<file path="src/rtl/csr_read_pipe_if.sv">
// Bus between the SYSTEM-instruction read pipe, its upstream decode stage,
// the CSR counter block and the register-file writeback path.
interface csr_read_pipe_if #(
    parameter int DATA_W = 32
);
    logic              in_valid;
    logic [31:0]       in_inst;
    logic              stall;
    logic              flush;
    logic [DATA_W-1:0] csr_rdata;
    logic [11:0]       csrop;
    logic              out_valid;
    logic [4:0]        out_rd;
    logic [DATA_W-1:0] out_data;
    logic              out_we;
    logic              out_illegal;

    // The pipe itself
    modport slave (
        input  in_valid, in_inst, stall, flush, csr_rdata,
        output csrop, out_valid, out_rd, out_data, out_we, out_illegal
    );

    // Environment: upstream decode, CSR block and writeback
    modport master (
        output in_valid, in_inst, stall, flush, csr_rdata,
        input  csrop, out_valid, out_rd, out_data, out_we, out_illegal
    );
endinterface

</file>
<file path="src/rtl/csr_read_pipe.sv">
// Two-stage CSR counter read pipe. Stage 1 decodes SYSTEM instructions and
// presents a registered CSR address to the counter block; stage 2 captures
// the block's combinational read data and forms the writeback packet.
// Stall and flush follow the counter block so counter reads and instret
// accounting stay coherent.
module csr_read_pipe #(
    parameter int ENABLE_H = 1,
    parameter int DATA_W   = 32
) (
    input  logic           clk,
    input  logic           rst,
    csr_read_pipe_if.slave bus
);

    localparam logic [6:0] OPC_SYSTEM = 7'b1110011;
    localparam logic [2:0] F3_CSRRS   = 3'b010;

    // Readable counter addresses; high halves only when enabled.
    function automatic logic counter_hit(input logic [11:0] addr);
        logic hit;
        case (addr)
            12'hC00, 12'hC02: hit = 1'b1;
            12'hC80, 12'hC82: hit = (ENABLE_H != 0);
            default:          hit = 1'b0;
        endcase
        return hit;
    endfunction

    // Decode of the incoming instruction
    logic        dec_sys;
    logic        dec_rd_csr;
    logic        dec_hit;
    logic        dec_csr;
    logic        dec_illegal;
    logic [4:0]  dec_rd;
    logic [11:0] dec_addr;

    // Stage-1 state
    logic        s1_valid_q,   s1_valid_d;
    logic [4:0]  s1_rd_q,      s1_rd_d;
    logic [11:0] s1_addr_q,    s1_addr_d;
    logic        s1_csr_q,     s1_csr_d;
    logic        s1_illegal_q, s1_illegal_d;
    logic [11:0] csrop_q,      csrop_d;

    // Stage-2 state
    logic              out_valid_q,   out_valid_d;
    logic [4:0]        out_rd_q,      out_rd_d;
    logic [DATA_W-1:0] out_data_q,    out_data_d;
    logic              out_csr_q,     out_csr_d;
    logic              out_illegal_q, out_illegal_d;

    // Classify the instruction word: counter read, illegal CSR access or neither
    always_comb begin
        dec_sys     = (bus.in_inst[6:0] == OPC_SYSTEM);
        dec_rd      = bus.in_inst[11:7];
        dec_addr    = bus.in_inst[31:20];
        dec_rd_csr  = dec_sys && (bus.in_inst[14:12] == F3_CSRRS)
                              && (bus.in_inst[19:15] == 5'd0);
        dec_hit     = counter_hit(dec_addr);
        dec_csr     = dec_rd_csr && dec_hit;
        dec_illegal = dec_sys && (bus.in_inst[14:12] != 3'd0) && !dec_csr;
    end

    // Next state for both stages: flush beats stall, stall freezes everything
    always_comb begin
        s1_valid_d    = s1_valid_q;
        s1_rd_d       = s1_rd_q;
        s1_addr_d     = s1_addr_q;
        s1_csr_d      = s1_csr_q;
        s1_illegal_d  = s1_illegal_q;
        csrop_d       = csrop_q;
        out_valid_d   = out_valid_q;
        out_rd_d      = out_rd_q;
        out_data_d    = out_data_q;
        out_csr_d     = out_csr_q;
        out_illegal_d = out_illegal_q;

        if (bus.flush) begin
            // Only the valids matter; csrop returns to the idle address so
            // the counter block sees no read for a dead slot.
            s1_valid_d  = 1'b0;
            out_valid_d = 1'b0;
            csrop_d     = 12'h000;
        end else if (!bus.stall) begin
            s1_valid_d    = bus.in_valid;
            s1_rd_d       = dec_rd;
            s1_addr_d     = dec_addr;
            s1_csr_d      = dec_csr;
            s1_illegal_d  = dec_illegal;
            // Registered copy of the address so the CSR block sees a
            // glitch-free value for the whole stage-1 cycle.
            csrop_d       = (bus.in_valid && dec_csr) ? dec_addr : 12'h000;

            out_valid_d   = s1_valid_q;
            out_rd_d      = s1_rd_q;
            out_csr_d     = s1_csr_q;
            out_illegal_d = s1_illegal_q;
            out_data_d    = (s1_valid_q && s1_csr_q) ? bus.csr_rdata : '0;
        end
    end

    // Pipeline registers; reset drops any in-flight packet at once
    always_ff @(posedge clk or negedge rst) begin
        if (!rst) begin
            s1_valid_q    <= 1'b0;
            s1_rd_q       <= 5'd0;
            s1_addr_q     <= 12'h000;
            s1_csr_q      <= 1'b0;
            s1_illegal_q  <= 1'b0;
            csrop_q       <= 12'h000;
            out_valid_q   <= 1'b0;
            out_rd_q      <= 5'd0;
            out_data_q    <= '0;
            out_csr_q     <= 1'b0;
            out_illegal_q <= 1'b0;
        end else begin
            s1_valid_q    <= s1_valid_d;
            s1_rd_q       <= s1_rd_d;
            s1_addr_q     <= s1_addr_d;
            s1_csr_q      <= s1_csr_d;
            s1_illegal_q  <= s1_illegal_d;
            csrop_q       <= csrop_d;
            out_valid_q   <= out_valid_d;
            out_rd_q      <= out_rd_d;
            out_data_q    <= out_data_d;
            out_csr_q     <= out_csr_d;
            out_illegal_q <= out_illegal_d;
        end
    end

    // Writeback only for a legal counter read with a real destination
    always_comb begin
        bus.out_we = out_valid_q && out_csr_q && !out_illegal_q && (out_rd_q != 5'd0);
    end

    assign bus.csrop       = csrop_q;
    assign bus.out_valid   = out_valid_q;
    assign bus.out_rd      = out_rd_q;
    assign bus.out_data    = out_data_q;
    assign bus.out_illegal = out_illegal_q;

endmodule

</file>
<file path="src/flat_wrapper.sv">
// flat-port wrapper written by rule: the top's interface ports become plain ports
module csr_read_pipe_flat 
#(
    parameter int ENABLE_H = 1,
    parameter int DATA_W   = 32
)
  (clk, rst, bus_in_valid, bus_in_inst, bus_stall, bus_flush, bus_csr_rdata, bus_csrop, bus_out_valid, bus_out_rd, bus_out_data, bus_out_we, bus_out_illegal);
  csr_read_pipe_if #(.DATA_W(DATA_W)) bus_i ();
  input  logic clk;
  input  logic rst;
  input wire logic [$bits(bus_i.in_valid)-1:0] bus_in_valid;
  input wire logic [$bits(bus_i.in_inst)-1:0] bus_in_inst;
  input wire logic [$bits(bus_i.stall)-1:0] bus_stall;
  input wire logic [$bits(bus_i.flush)-1:0] bus_flush;
  input wire logic [$bits(bus_i.csr_rdata)-1:0] bus_csr_rdata;
  output wire logic [$bits(bus_i.csrop)-1:0] bus_csrop;
  output wire logic [$bits(bus_i.out_valid)-1:0] bus_out_valid;
  output wire logic [$bits(bus_i.out_rd)-1:0] bus_out_rd;
  output wire logic [$bits(bus_i.out_data)-1:0] bus_out_data;
  output wire logic [$bits(bus_i.out_we)-1:0] bus_out_we;
  output wire logic [$bits(bus_i.out_illegal)-1:0] bus_out_illegal;
  assign bus_i.in_valid = bus_in_valid;
  assign bus_i.in_inst = bus_in_inst;
  assign bus_i.stall = bus_stall;
  assign bus_i.flush = bus_flush;
  assign bus_i.csr_rdata = bus_csr_rdata;
  assign bus_csrop = bus_i.csrop;
  assign bus_out_valid = bus_i.out_valid;
  assign bus_out_rd = bus_i.out_rd;
  assign bus_out_data = bus_i.out_data;
  assign bus_out_we = bus_i.out_we;
  assign bus_out_illegal = bus_i.out_illegal;
  csr_read_pipe #(.ENABLE_H(ENABLE_H), .DATA_W(DATA_W)) u_core (.clk(clk), .rst(rst), .bus(bus_i));
endmodule
</file>
<file path="config.mk">
export PLATFORM = sky130hd
export DESIGN_NAME = csr_read_pipe_flat
export DESIGN_NICKNAME = d
export VERILOG_FILES = /design/src/rtl/csr_read_pipe_if.sv /design/src/rtl/csr_read_pipe.sv /design/src/flat_wrapper.sv
export SDC_FILE = /design/constraint.sdc
export NUM_CORES = 1
export LEC_CHECK = 0
export CAP_MARGIN = 20
export CORE_MARGIN = 4
export CORE_UTILIZATION = 35
export DETAILED_ROUTE_END_ITERATION = 10
export GPL_TIMING_DRIVEN = 0
export MAX_ROUTING_LAYER = met4
export PLACE_DENSITY_LB_ADDON = 0.08
export SETUP_SLACK_MARGIN = 0.5
export SYNTH_ARGS = -nofsm -noshare
export SYNTH_HDL_FRONTEND = slang
export SYNTH_SLANG_ARGS = --single-unit
</file>
<file path="constraint.sdc">
create_clock -name clk -period 1.2 [get_ports clk]
set_input_delay 0.18 -clock clk [delete_from_list [all_inputs] [get_ports clk]]
set_output_delay 0.18 -clock clk [all_outputs]
set_load 0.03 [all_outputs]
</file>
# Word-level counts from Yosys, hierarchy flattened
# Cells that the tools add are included.
dict set report classes {
  eq_ne 7
  muxes 9
  bitwise 2
  reduce_logical 17
}
# op n
set op_table {}
lappend op_table {{12-bit equality test (second input constant)} 4}
lappend op_table {{12-bit two-way mux} 3}
lappend op_table {{32-bit two-way mux} 1}
lappend op_table {{1-bit logical AND} 10}
lappend op_table {{7-bit equality test (second input constant)} 1}
lappend op_table {{5-bit zero test} 1}
lappend op_table {{1-bit two-way mux} 5}
lappend op_table {{5-bit nonzero test} 1}
lappend op_table {{4-bit OR reduction} 1}
lappend op_table {{3-bit by 2-bit equality test with 1-bit output (second input constant)} 1}
lappend op_table {{3-bit nonzero test} 1}
lappend op_table {{1-bit zero test} 2}
lappend op_table {{2-bit by 1-bit inequality test with 1-bit output (second input constant)} 1}
lappend op_table {{1-bit inverter} 2}
lappend op_table {{2-bit AND reduction} 1}
dict set report totals {
  ff_bits 60
  input_bits 69
  out_inout_bits 52
  word_cells 45
}

# Depth between registers and ports, before layout
# Gate-level depths: netlist of the first run.
dict set report depth {
  ltp_word 8
  mapped_depth 5
  mapped_depth_nobuf 4
}

# Worst setup path after synthesis of the first run
# Ideal clock, no wire load.
dict set report synth_timing {
  kind {register to output}
  start {register u_core.out_rd_q[0], in the netlist u_core.bus.out_rd[0]}
  end {output bus_out_we}
  arrival_ps 1398
  t_required_ps 1020
  slack_ps -378
  path_stages_with_launch 4
  cell_sequence {dfrtp_1 -> or4_1 -> nor2_1 -> nor3_1}
}
dict set report synth_via {
  elab_chain_len 2
}
# item line
set synth_rtl {}
lappend synth_rtl {{from (decl)} csr_read_pipe.sv:48} ;# logic [4:0] out_rd_q, out_rd_d;
lappend synth_rtl {{from (signal assigned)} csr_read_pipe.sv:125} ;# out_rd_q <= out_rd_d;
lappend synth_rtl {{5-bit nonzero test} csr_read_pipe.sv:134} ;# bus.out_we = out_valid_q && out_csr_q && !out_illegal_q && (out_rd_q != 5'd0);
lappend synth_rtl {{1-bit logical AND} csr_read_pipe.sv:134}
lappend synth_rtl {{to (decl)} flat_wrapper.sv:20} ;# output wire logic [$bits(bus_i.out_we)-1:0] bus_out_we;
# No other way between the ends.

# Worst setup path after layout of the first run
# Ends and elaborated chain as after synthesis.

==> impl_metrics.csv, run 1 <==
group,metric,value,unit
outcome,outcome,"complete, but fails checks",
outcome,violations,"hold timing, setup timing",
finish,drive_above_1_share,0.486,
pwr,ir_drop,0.771,mV
route,drc,0,
worst_hold_path,holdCritPathClass,"input pin to async pin",
route,vias,2068,
setup_path,worstSetupEndpointType,"output pin",
setup_path,crit_arrival,1.59,ns
logic_synthesis,yosys-mux-area-fraction,0.0140,
clock_network,clkTransAtPathRegs,0.07,ns
die,core_area,0.00606,sq mm
setup_path,path_class,"flop to output pin",
pwr,seq_power_share,0.432,
timing,min_period_over_period,1.47,
pwr,powerDensity,1090,mW/mm^2
global_route,antenna_found_initial,0,
logic_synthesis,synthFlopType,"dfrtp_1",
logic_synthesis,synth_fa_ha_area_frac,0,
pwr,pwr-share-comb,0.140,
timing,fmax,0.566,GHz
logic_synthesis,yosys.area_share.simple,0.143,
route,drt_first_pass_iters,4,
global_route,grt_max_degree,37,
clock_network,numCtsBuffers,9,
die,die_w,87.9,um
setup_path,path_max_fanout,2,
timing,grt_setup_unrepaired,"true",
clock_network,cts_tree,"yes",
timing,relSlewSlack,0.611,
global_route,grt-ovfl-total,0,
route,drtAntennaViolNets,0,
logic_synthesis,synthDominantCellAreaShare,0.672,
clock_network,cts-root-buf,"clkbuf_8",
logic_synthesis,syn_avg_cell_area,12.4,sq um
logic_synthesis,synthTopCellsByCount,"dfrtp_1 (60), nand2_1 (39), a22o_1 (34), and2_1 (8), clkbuf_1 (8)",
clock_network,cts.sinks,60,
die,die_h,87.9,um
timing,worst_pin_slew,0.584,ns
logic_synthesis,synth_xor_area_frac,0,
clock_network,h-tree-depth,3,
placed_design,pre_cts_ws,-0.668,ns
route,drtIter0Drc,34,
clock_network,clk-insertion-delay-late,0.34,ns
finish,post-route-cell-area,0.00454,sq mm
setup_path,crit_path_start_kind,"flop",
die,initial_core_util,0.369,
logic_synthesis,netlist_area,0.00224,sq mm
global_route,track_usage,0.184,
logic_synthesis,synth_compound_area_frac,0.148,
timing,final-setup-viol-count,8,
timing,slew_viol_final,0,
placed_design,io_buffers,120,
pwr,swShare,0.224,
clock_network,cts_buffer_depth,2,
placed_design,post-place-cells,376,
timing,hold_ws,-0.166,ns
global_route,grt_pass1_wl,10400,um
setup_path,cp.required,1.02,ns
logic_synthesis,yosysMostFrequentCell,"dfrtp_1",
logic_synthesis,synth_seq_area_share,0.672,
finish,nets,424,
placed_design,dpl_cell_area,0.00365,sq mm
route,vias_per_cell,4.75,
die,dieArea,0.00773,sq mm
finish,layoutNonFillerInstCount,435,
die,ios,121,
route,routed_wl,6790,um
pwr,internal_power,3.82,mW
pwr,p_leak,2.27,nW
placed_design,place_congestion,0.734,
pwr,p_total,4.93,mW
finish,utilization,0.749,
timing,setup_tns,-0.999,ns
route,routedWlPerCell,15.6,um
timing,fin_ws,-0.568,ns
finish,diodes,0,
logic_synthesis,synthArstFlopShare,1.00,
timing,period_minus_slack,1.77,ns
logic_synthesis,yosysUniqueCellTypes,20,
logic_synthesis,synth_area_leaders,"dfrtp_1 (67%), a22o_1 (13%), nand2_1 (6.5%)",
placed_design,hpwlAfterDp,4360,um
logic_synthesis,synth_top_family_by_area,"compound AO/OA/AOI/OAI gates",
logic_synthesis,synth_nets,249,
clock_network,cts_hold_buf,1,
pwr,power.switching,1.11,mW
job,cap_violations,0,
timing,finClkSkew,0.0102,ns
logic_synthesis,netlist_instances,180,
logic_synthesis,synth_seq_cells,60,
timing,hold_viol_final,24,
pwr,pwr-share-clk,0.428,
logic_synthesis,yosysWarnings,0,
die,rows,28,
logic_synthesis,synth_top_cell_by_area,"dfrtp_1",
finish,areaGrowthSynthToFinish,103,%
logic_synthesis,synth_edf_count,0,
global_route,grt_pass1_vias,2091,
-- final cells by class --
class / count / area, sq um
Buffer: 12 / 189
Clock buffer: 12 / 165
Sequential cell: 60 / 1520
Clock inverter: 4 / 70.1
Tap cell: 75 / 93.8
Multi-Input combinational cell: 108 / 788
Timing Repair Buffer: 164 / 1720
Fill cell: 407 / 1520
-- cell families (layout without fill, tap and decap cells) --
group                  count (synthesis)  after routing
AO/OA/AOI/OAI                         38             38
buffers and inverters                 12            192
flip-flops                            60             60
multiplexers                           3              3
AND/OR/NAND/NOR                       67             67
-- final timing paths --
kind,start,endpoint,slack [ns],cells past startpoint
setup / recovery,u_core.bus.out_rd[0],bus_out_we,-0.57,4
hold reg to reg,u_core.s1_illegal_q,u_core.bus.out_illegal,0.48,2
setup reg to reg,u_core.s1_csr_q,u_core.bus.out_data[29],-0.06,5
hold / removal,rst,u_core.bus.out_data[15],-0.17,1
max in group asynchronous,rst,u_core.bus.out_rd[3],0.75,2
min in group clk,bus_flush,u_core.out_csr_q,0.13,4
-- cell usage in the layout, fill, tap and decap left out, drive strengths merged --
cell,synthesis,final
clkdlybuf4s50,0,48
dlymetal6s2s,0,5
clkbuf,8,20
a22o,34,34
dlygate4sd3,0,1
dfrtp,60,60
nor2b,1,1
and3,4,4
buf,4,111
bufinv,0,2
nand4b,2,2
clkdlybuf4s15,0,3
or2,1,1
nor3,4,4
nor2,4,4
or4,4,4
mux2i,2,2
mux2,1,1
o21ai,1,1
a32o,2,2
and2,8,8
o311ai,1,1
nand2,39,39
clkinv,0,2
-- worst max-delay path: stages, from the launching register on --
cell	delay [ns]
dfrtp_2	0.41
or4_4	0.55
nor2_4	0.10
nor3_2	0.04
buf_4	0.16
-- registers in the layout (all words and copies together), names as in the netlist --
| name | count |
|---|---|
| u_core.bus.out_rd | 5 |
| u_core.s1_valid_q | 1 |
| u_core.out_csr_q | 1 |
| u_core.s1_illegal_q | 1 |
| u_core.s1_csr_q | 1 |
| u_core.bus.out_valid | 1 |
| u_core.bus.out_data | 32 |
| u_core.s1_rd_q | 5 |
| u_core.bus.csrop | 12 |
| u_core.bus.out_illegal | 1 |
-- power groups by stage --
stage               Clock, mW  Sequential, mW  Combinational (mW)
finish                   2.11            2.13               0.688
global route             2.27            2.13               0.735
CTS                      2.14            2.12               0.633
detailed placement          0            2.15               0.528
global placement            0            2.15               0.516
floorplan                   0            2.20               0.109
-- layer usage --
metal | GRT usage | wire length, um
met1 | 0.225 | 2840
met4 | 0.0544 | 81
met3 | 0.0536 | 614
met2 | 0.294 | 3250
met5 | - | 0
-- repair_timing --
item | in CTS | in global routing
cloned | 5 | 0
endpoints found under the hold margin | 26 | 24
resized for setup | 444 | 25
pin swaps | 13 | 16
setup endpoints to repair | 112 | 104
buffers inserted | 20 | 17
Power figures use the tool's default switching activity.
==> run 2: changes to the inputs <==
--- a/config.mk
+++ b/config.mk
@@ -13,6 +13,7 @@
 export MAX_ROUTING_LAYER = met4
 export PLACE_DENSITY_LB_ADDON = 0.08
 export SETUP_SLACK_MARGIN = 0.5
+export SKIP_LAST_GASP = 1
 export SYNTH_ARGS = -nofsm -noshare
 export SYNTH_HDL_FRONTEND = slang
 export SYNTH_SLANG_ARGS = --single-unit
==> constraint.sdc (replaced) <==
create_clock -name clk -period 1.58 [get_ports clk]
set_input_delay 0.237 -clock clk [delete_from_list [all_inputs] [get_ports clk]]
set_output_delay 0.237 -clock clk [all_outputs]
set_load 0.03 [all_outputs]
==> run 2 against run 1 <==
Against the previous run:
- the run ends with setup timing left
- count of clock-buffer cells in the layout increased by 3
- non-clock buffer count decreased by 12
- final cell count shrank 2.8%
- register-to-register slack gained 0.53 ns
- combinational power shrank 35%
- clock power is 39% lower
- sequential share of layout area is 2.4 points higher
- largest cell class unchanged
==> impl_metrics.csv, run 2 (synthesis results as in run 1) <==
group,metric,value,unit
global_route,track_usage,0.176,
placed_design,io_buffers,120,
clock_network,cts-root-buf,"clkbuf_8",
route,vias_per_cell,4.71,
placed_design,post-place-cells,376,
timing,hold_viol_final,0,
global_route,antenna_found_initial,0,
placed_design,place_congestion,0.708,
timing,fmax,0.555,GHz
timing,fin_ws,-0.222,ns
timing,grt_setup_unrepaired,"true",
setup_path,cp.required,1.34,ns
setup_path,reg2regPathDepth,4,
setup_path,worstSetupEndpointType,"output pin",
setup_path,cp_slowest_cell,"or4_4",
die,ios,121,
global_route,grt-ovfl-total,0,
die,die_w,87.9,um
clock_network,numCtsBuffers,9,
finish,areaGrowthSynthToFinish,87.9,%
die,core_area,0.00606,sq mm
route,routedWlPerCell,14.9,um
pwr,ir_drop,0.510,mV
finish,drive_above_1_share,0.385,
route,routed_wl,6300,um
route,drtAntennaViolNets,0,
clock_network,clkTransAtPathRegs,0.07,ns
worst_hold_path,holdCritPathClass,"input pin to async pin",
global_route,grt_pass1_wl,10100,um
clock_network,cts_hold_buf,0,
route,vias,1992,
timing,finClkSkew,0.00594,ns
setup_path,crit_path_start_kind,"flop",
die,die_h,87.9,um
timing,slew_viol_final,0,
setup_path,crit_path_cell_trace,"or4_4 > nor2_4 > nor3_2 > buf_4",
global_route,grt_pass1_vias,2068,
pwr,powerDensity,796,mW/mm^2
pwr,p_total,3.34,mW
clock_network,clk-insertion-delay-late,0.32,ns
timing,hold_ws,0.0348,ns
timing,worst_pin_slew,0.882,ns
job,cap_violations,0,
setup_path,path_class,"flop to output pin",
pwr,p_leak,2.10,nW
timing,final-setup-viol-count,1,
timing,min_period_over_period,1.14,
finish,largest_register_ffs,32,
clock_network,cts.sinks,60,
clock_network,cts_buffer_depth,2,
placed_design,dpl_cell_area,0.00364,sq mm
route,drt_first_pass_iters,4,
global_route,grt_max_degree,39,
clock_network,h-tree-depth,3,
die,dieArea,0.00773,sq mm
setup_path,slowest_delay,0.53,ns
timing,period_minus_slack,1.80,ns
outcome,outcome,"complete, but fails checks",
finish,nets,412,
setup_path,crit_arrival,1.57,ns
finish,layout.cells.most_common,"dfrtp_1",
setup_path,path_max_fanout,3,
finish,final_cell_mix,"dfrtp_1 (58), buf_6 (54), clkdlybuf4s50_1 (53)",
finish,diodes,0,
finish,layoutNonFillerInstCount,423,
clock_network,cts_tree,"yes",
die,rows,28,
route,drc,0,
finish,post-route-cell-area,0.00420,sq mm
die,initial_core_util,0.369,
placed_design,hpwlAfterDp,4420,um
route,drtIter0Drc,37,
outcome,violations,"setup timing",
timing,relSlewSlack,0.412,
## run 2: worst paths after layout
check	from	end	slack, ns
max	u_core.bus.out_rd[0]	bus_out_we	-0.22
min	rst	u_core.bus.out_data[5]	0.03
max reg2reg	u_core.s1_csr_q	u_core.bus.out_data[4]	0.47
min reg2reg	u_core.s1_rd_q[2]	u_core.bus.out_rd[2]	0.47
max in group asynchronous	rst	u_core.bus.out_rd[0]	0.93
min in group clk	bus_flush	u_core.bus.out_valid	0.17
## run 2: metal layers
metal	track usage	share of wire
met4	0.0711	0.014
met5	-	0
met1	0.224	0.42
met3	0.0367	0.066
met2	0.276	0.50
## run 2: stage by stage
stage	TNS, ns	util	setup slack [ns]
2_1_floorplan	0	-	0.139
3_3_place_gp	-114.54	0.596	-1.95
3_5_place_dp	-12.70	0.600	-0.348
4_1_cts	-0.266	0.672	-0.266
5_1_grt	-0.282	0.693	-0.282
6_report	-0.222	0.693	-0.222
## run 2: where the power goes
group | internal (mW) | switching (mW)
Sequential | 1.58 | 0.0274
Clock | 0.741 | 0.552
Combinational | 0.258 | 0.189
## run 2: final cells by class
| class | instances | area, sq um |
|---|---|---|
| plain buffers | 12 | 145 |
| clock buffers | 15 | 186 |
| clock inverters | 1 | 5.00 |
| fillers | 453 | 1860 |
| multi-input cells | 108 | 736 |
| flip-flops and latches | 60 | 1500 |
| well taps | 75 | 93.8 |
| repair buffers | 152 | 1530 |
## run 2: critical path: cells and delay by family, from the launching register on
family	cells	cell delay (ns)
flops	1	0.42
simple gates	3	0.66
buf+inv	1	0.16
## run 2: what timing repair did
action,in CTS,in global routing
gates cloned,3,0
pin swaps,12,2
setup buffers,16,12
resized for setup,410,12
setup endpoints to repair,110,98
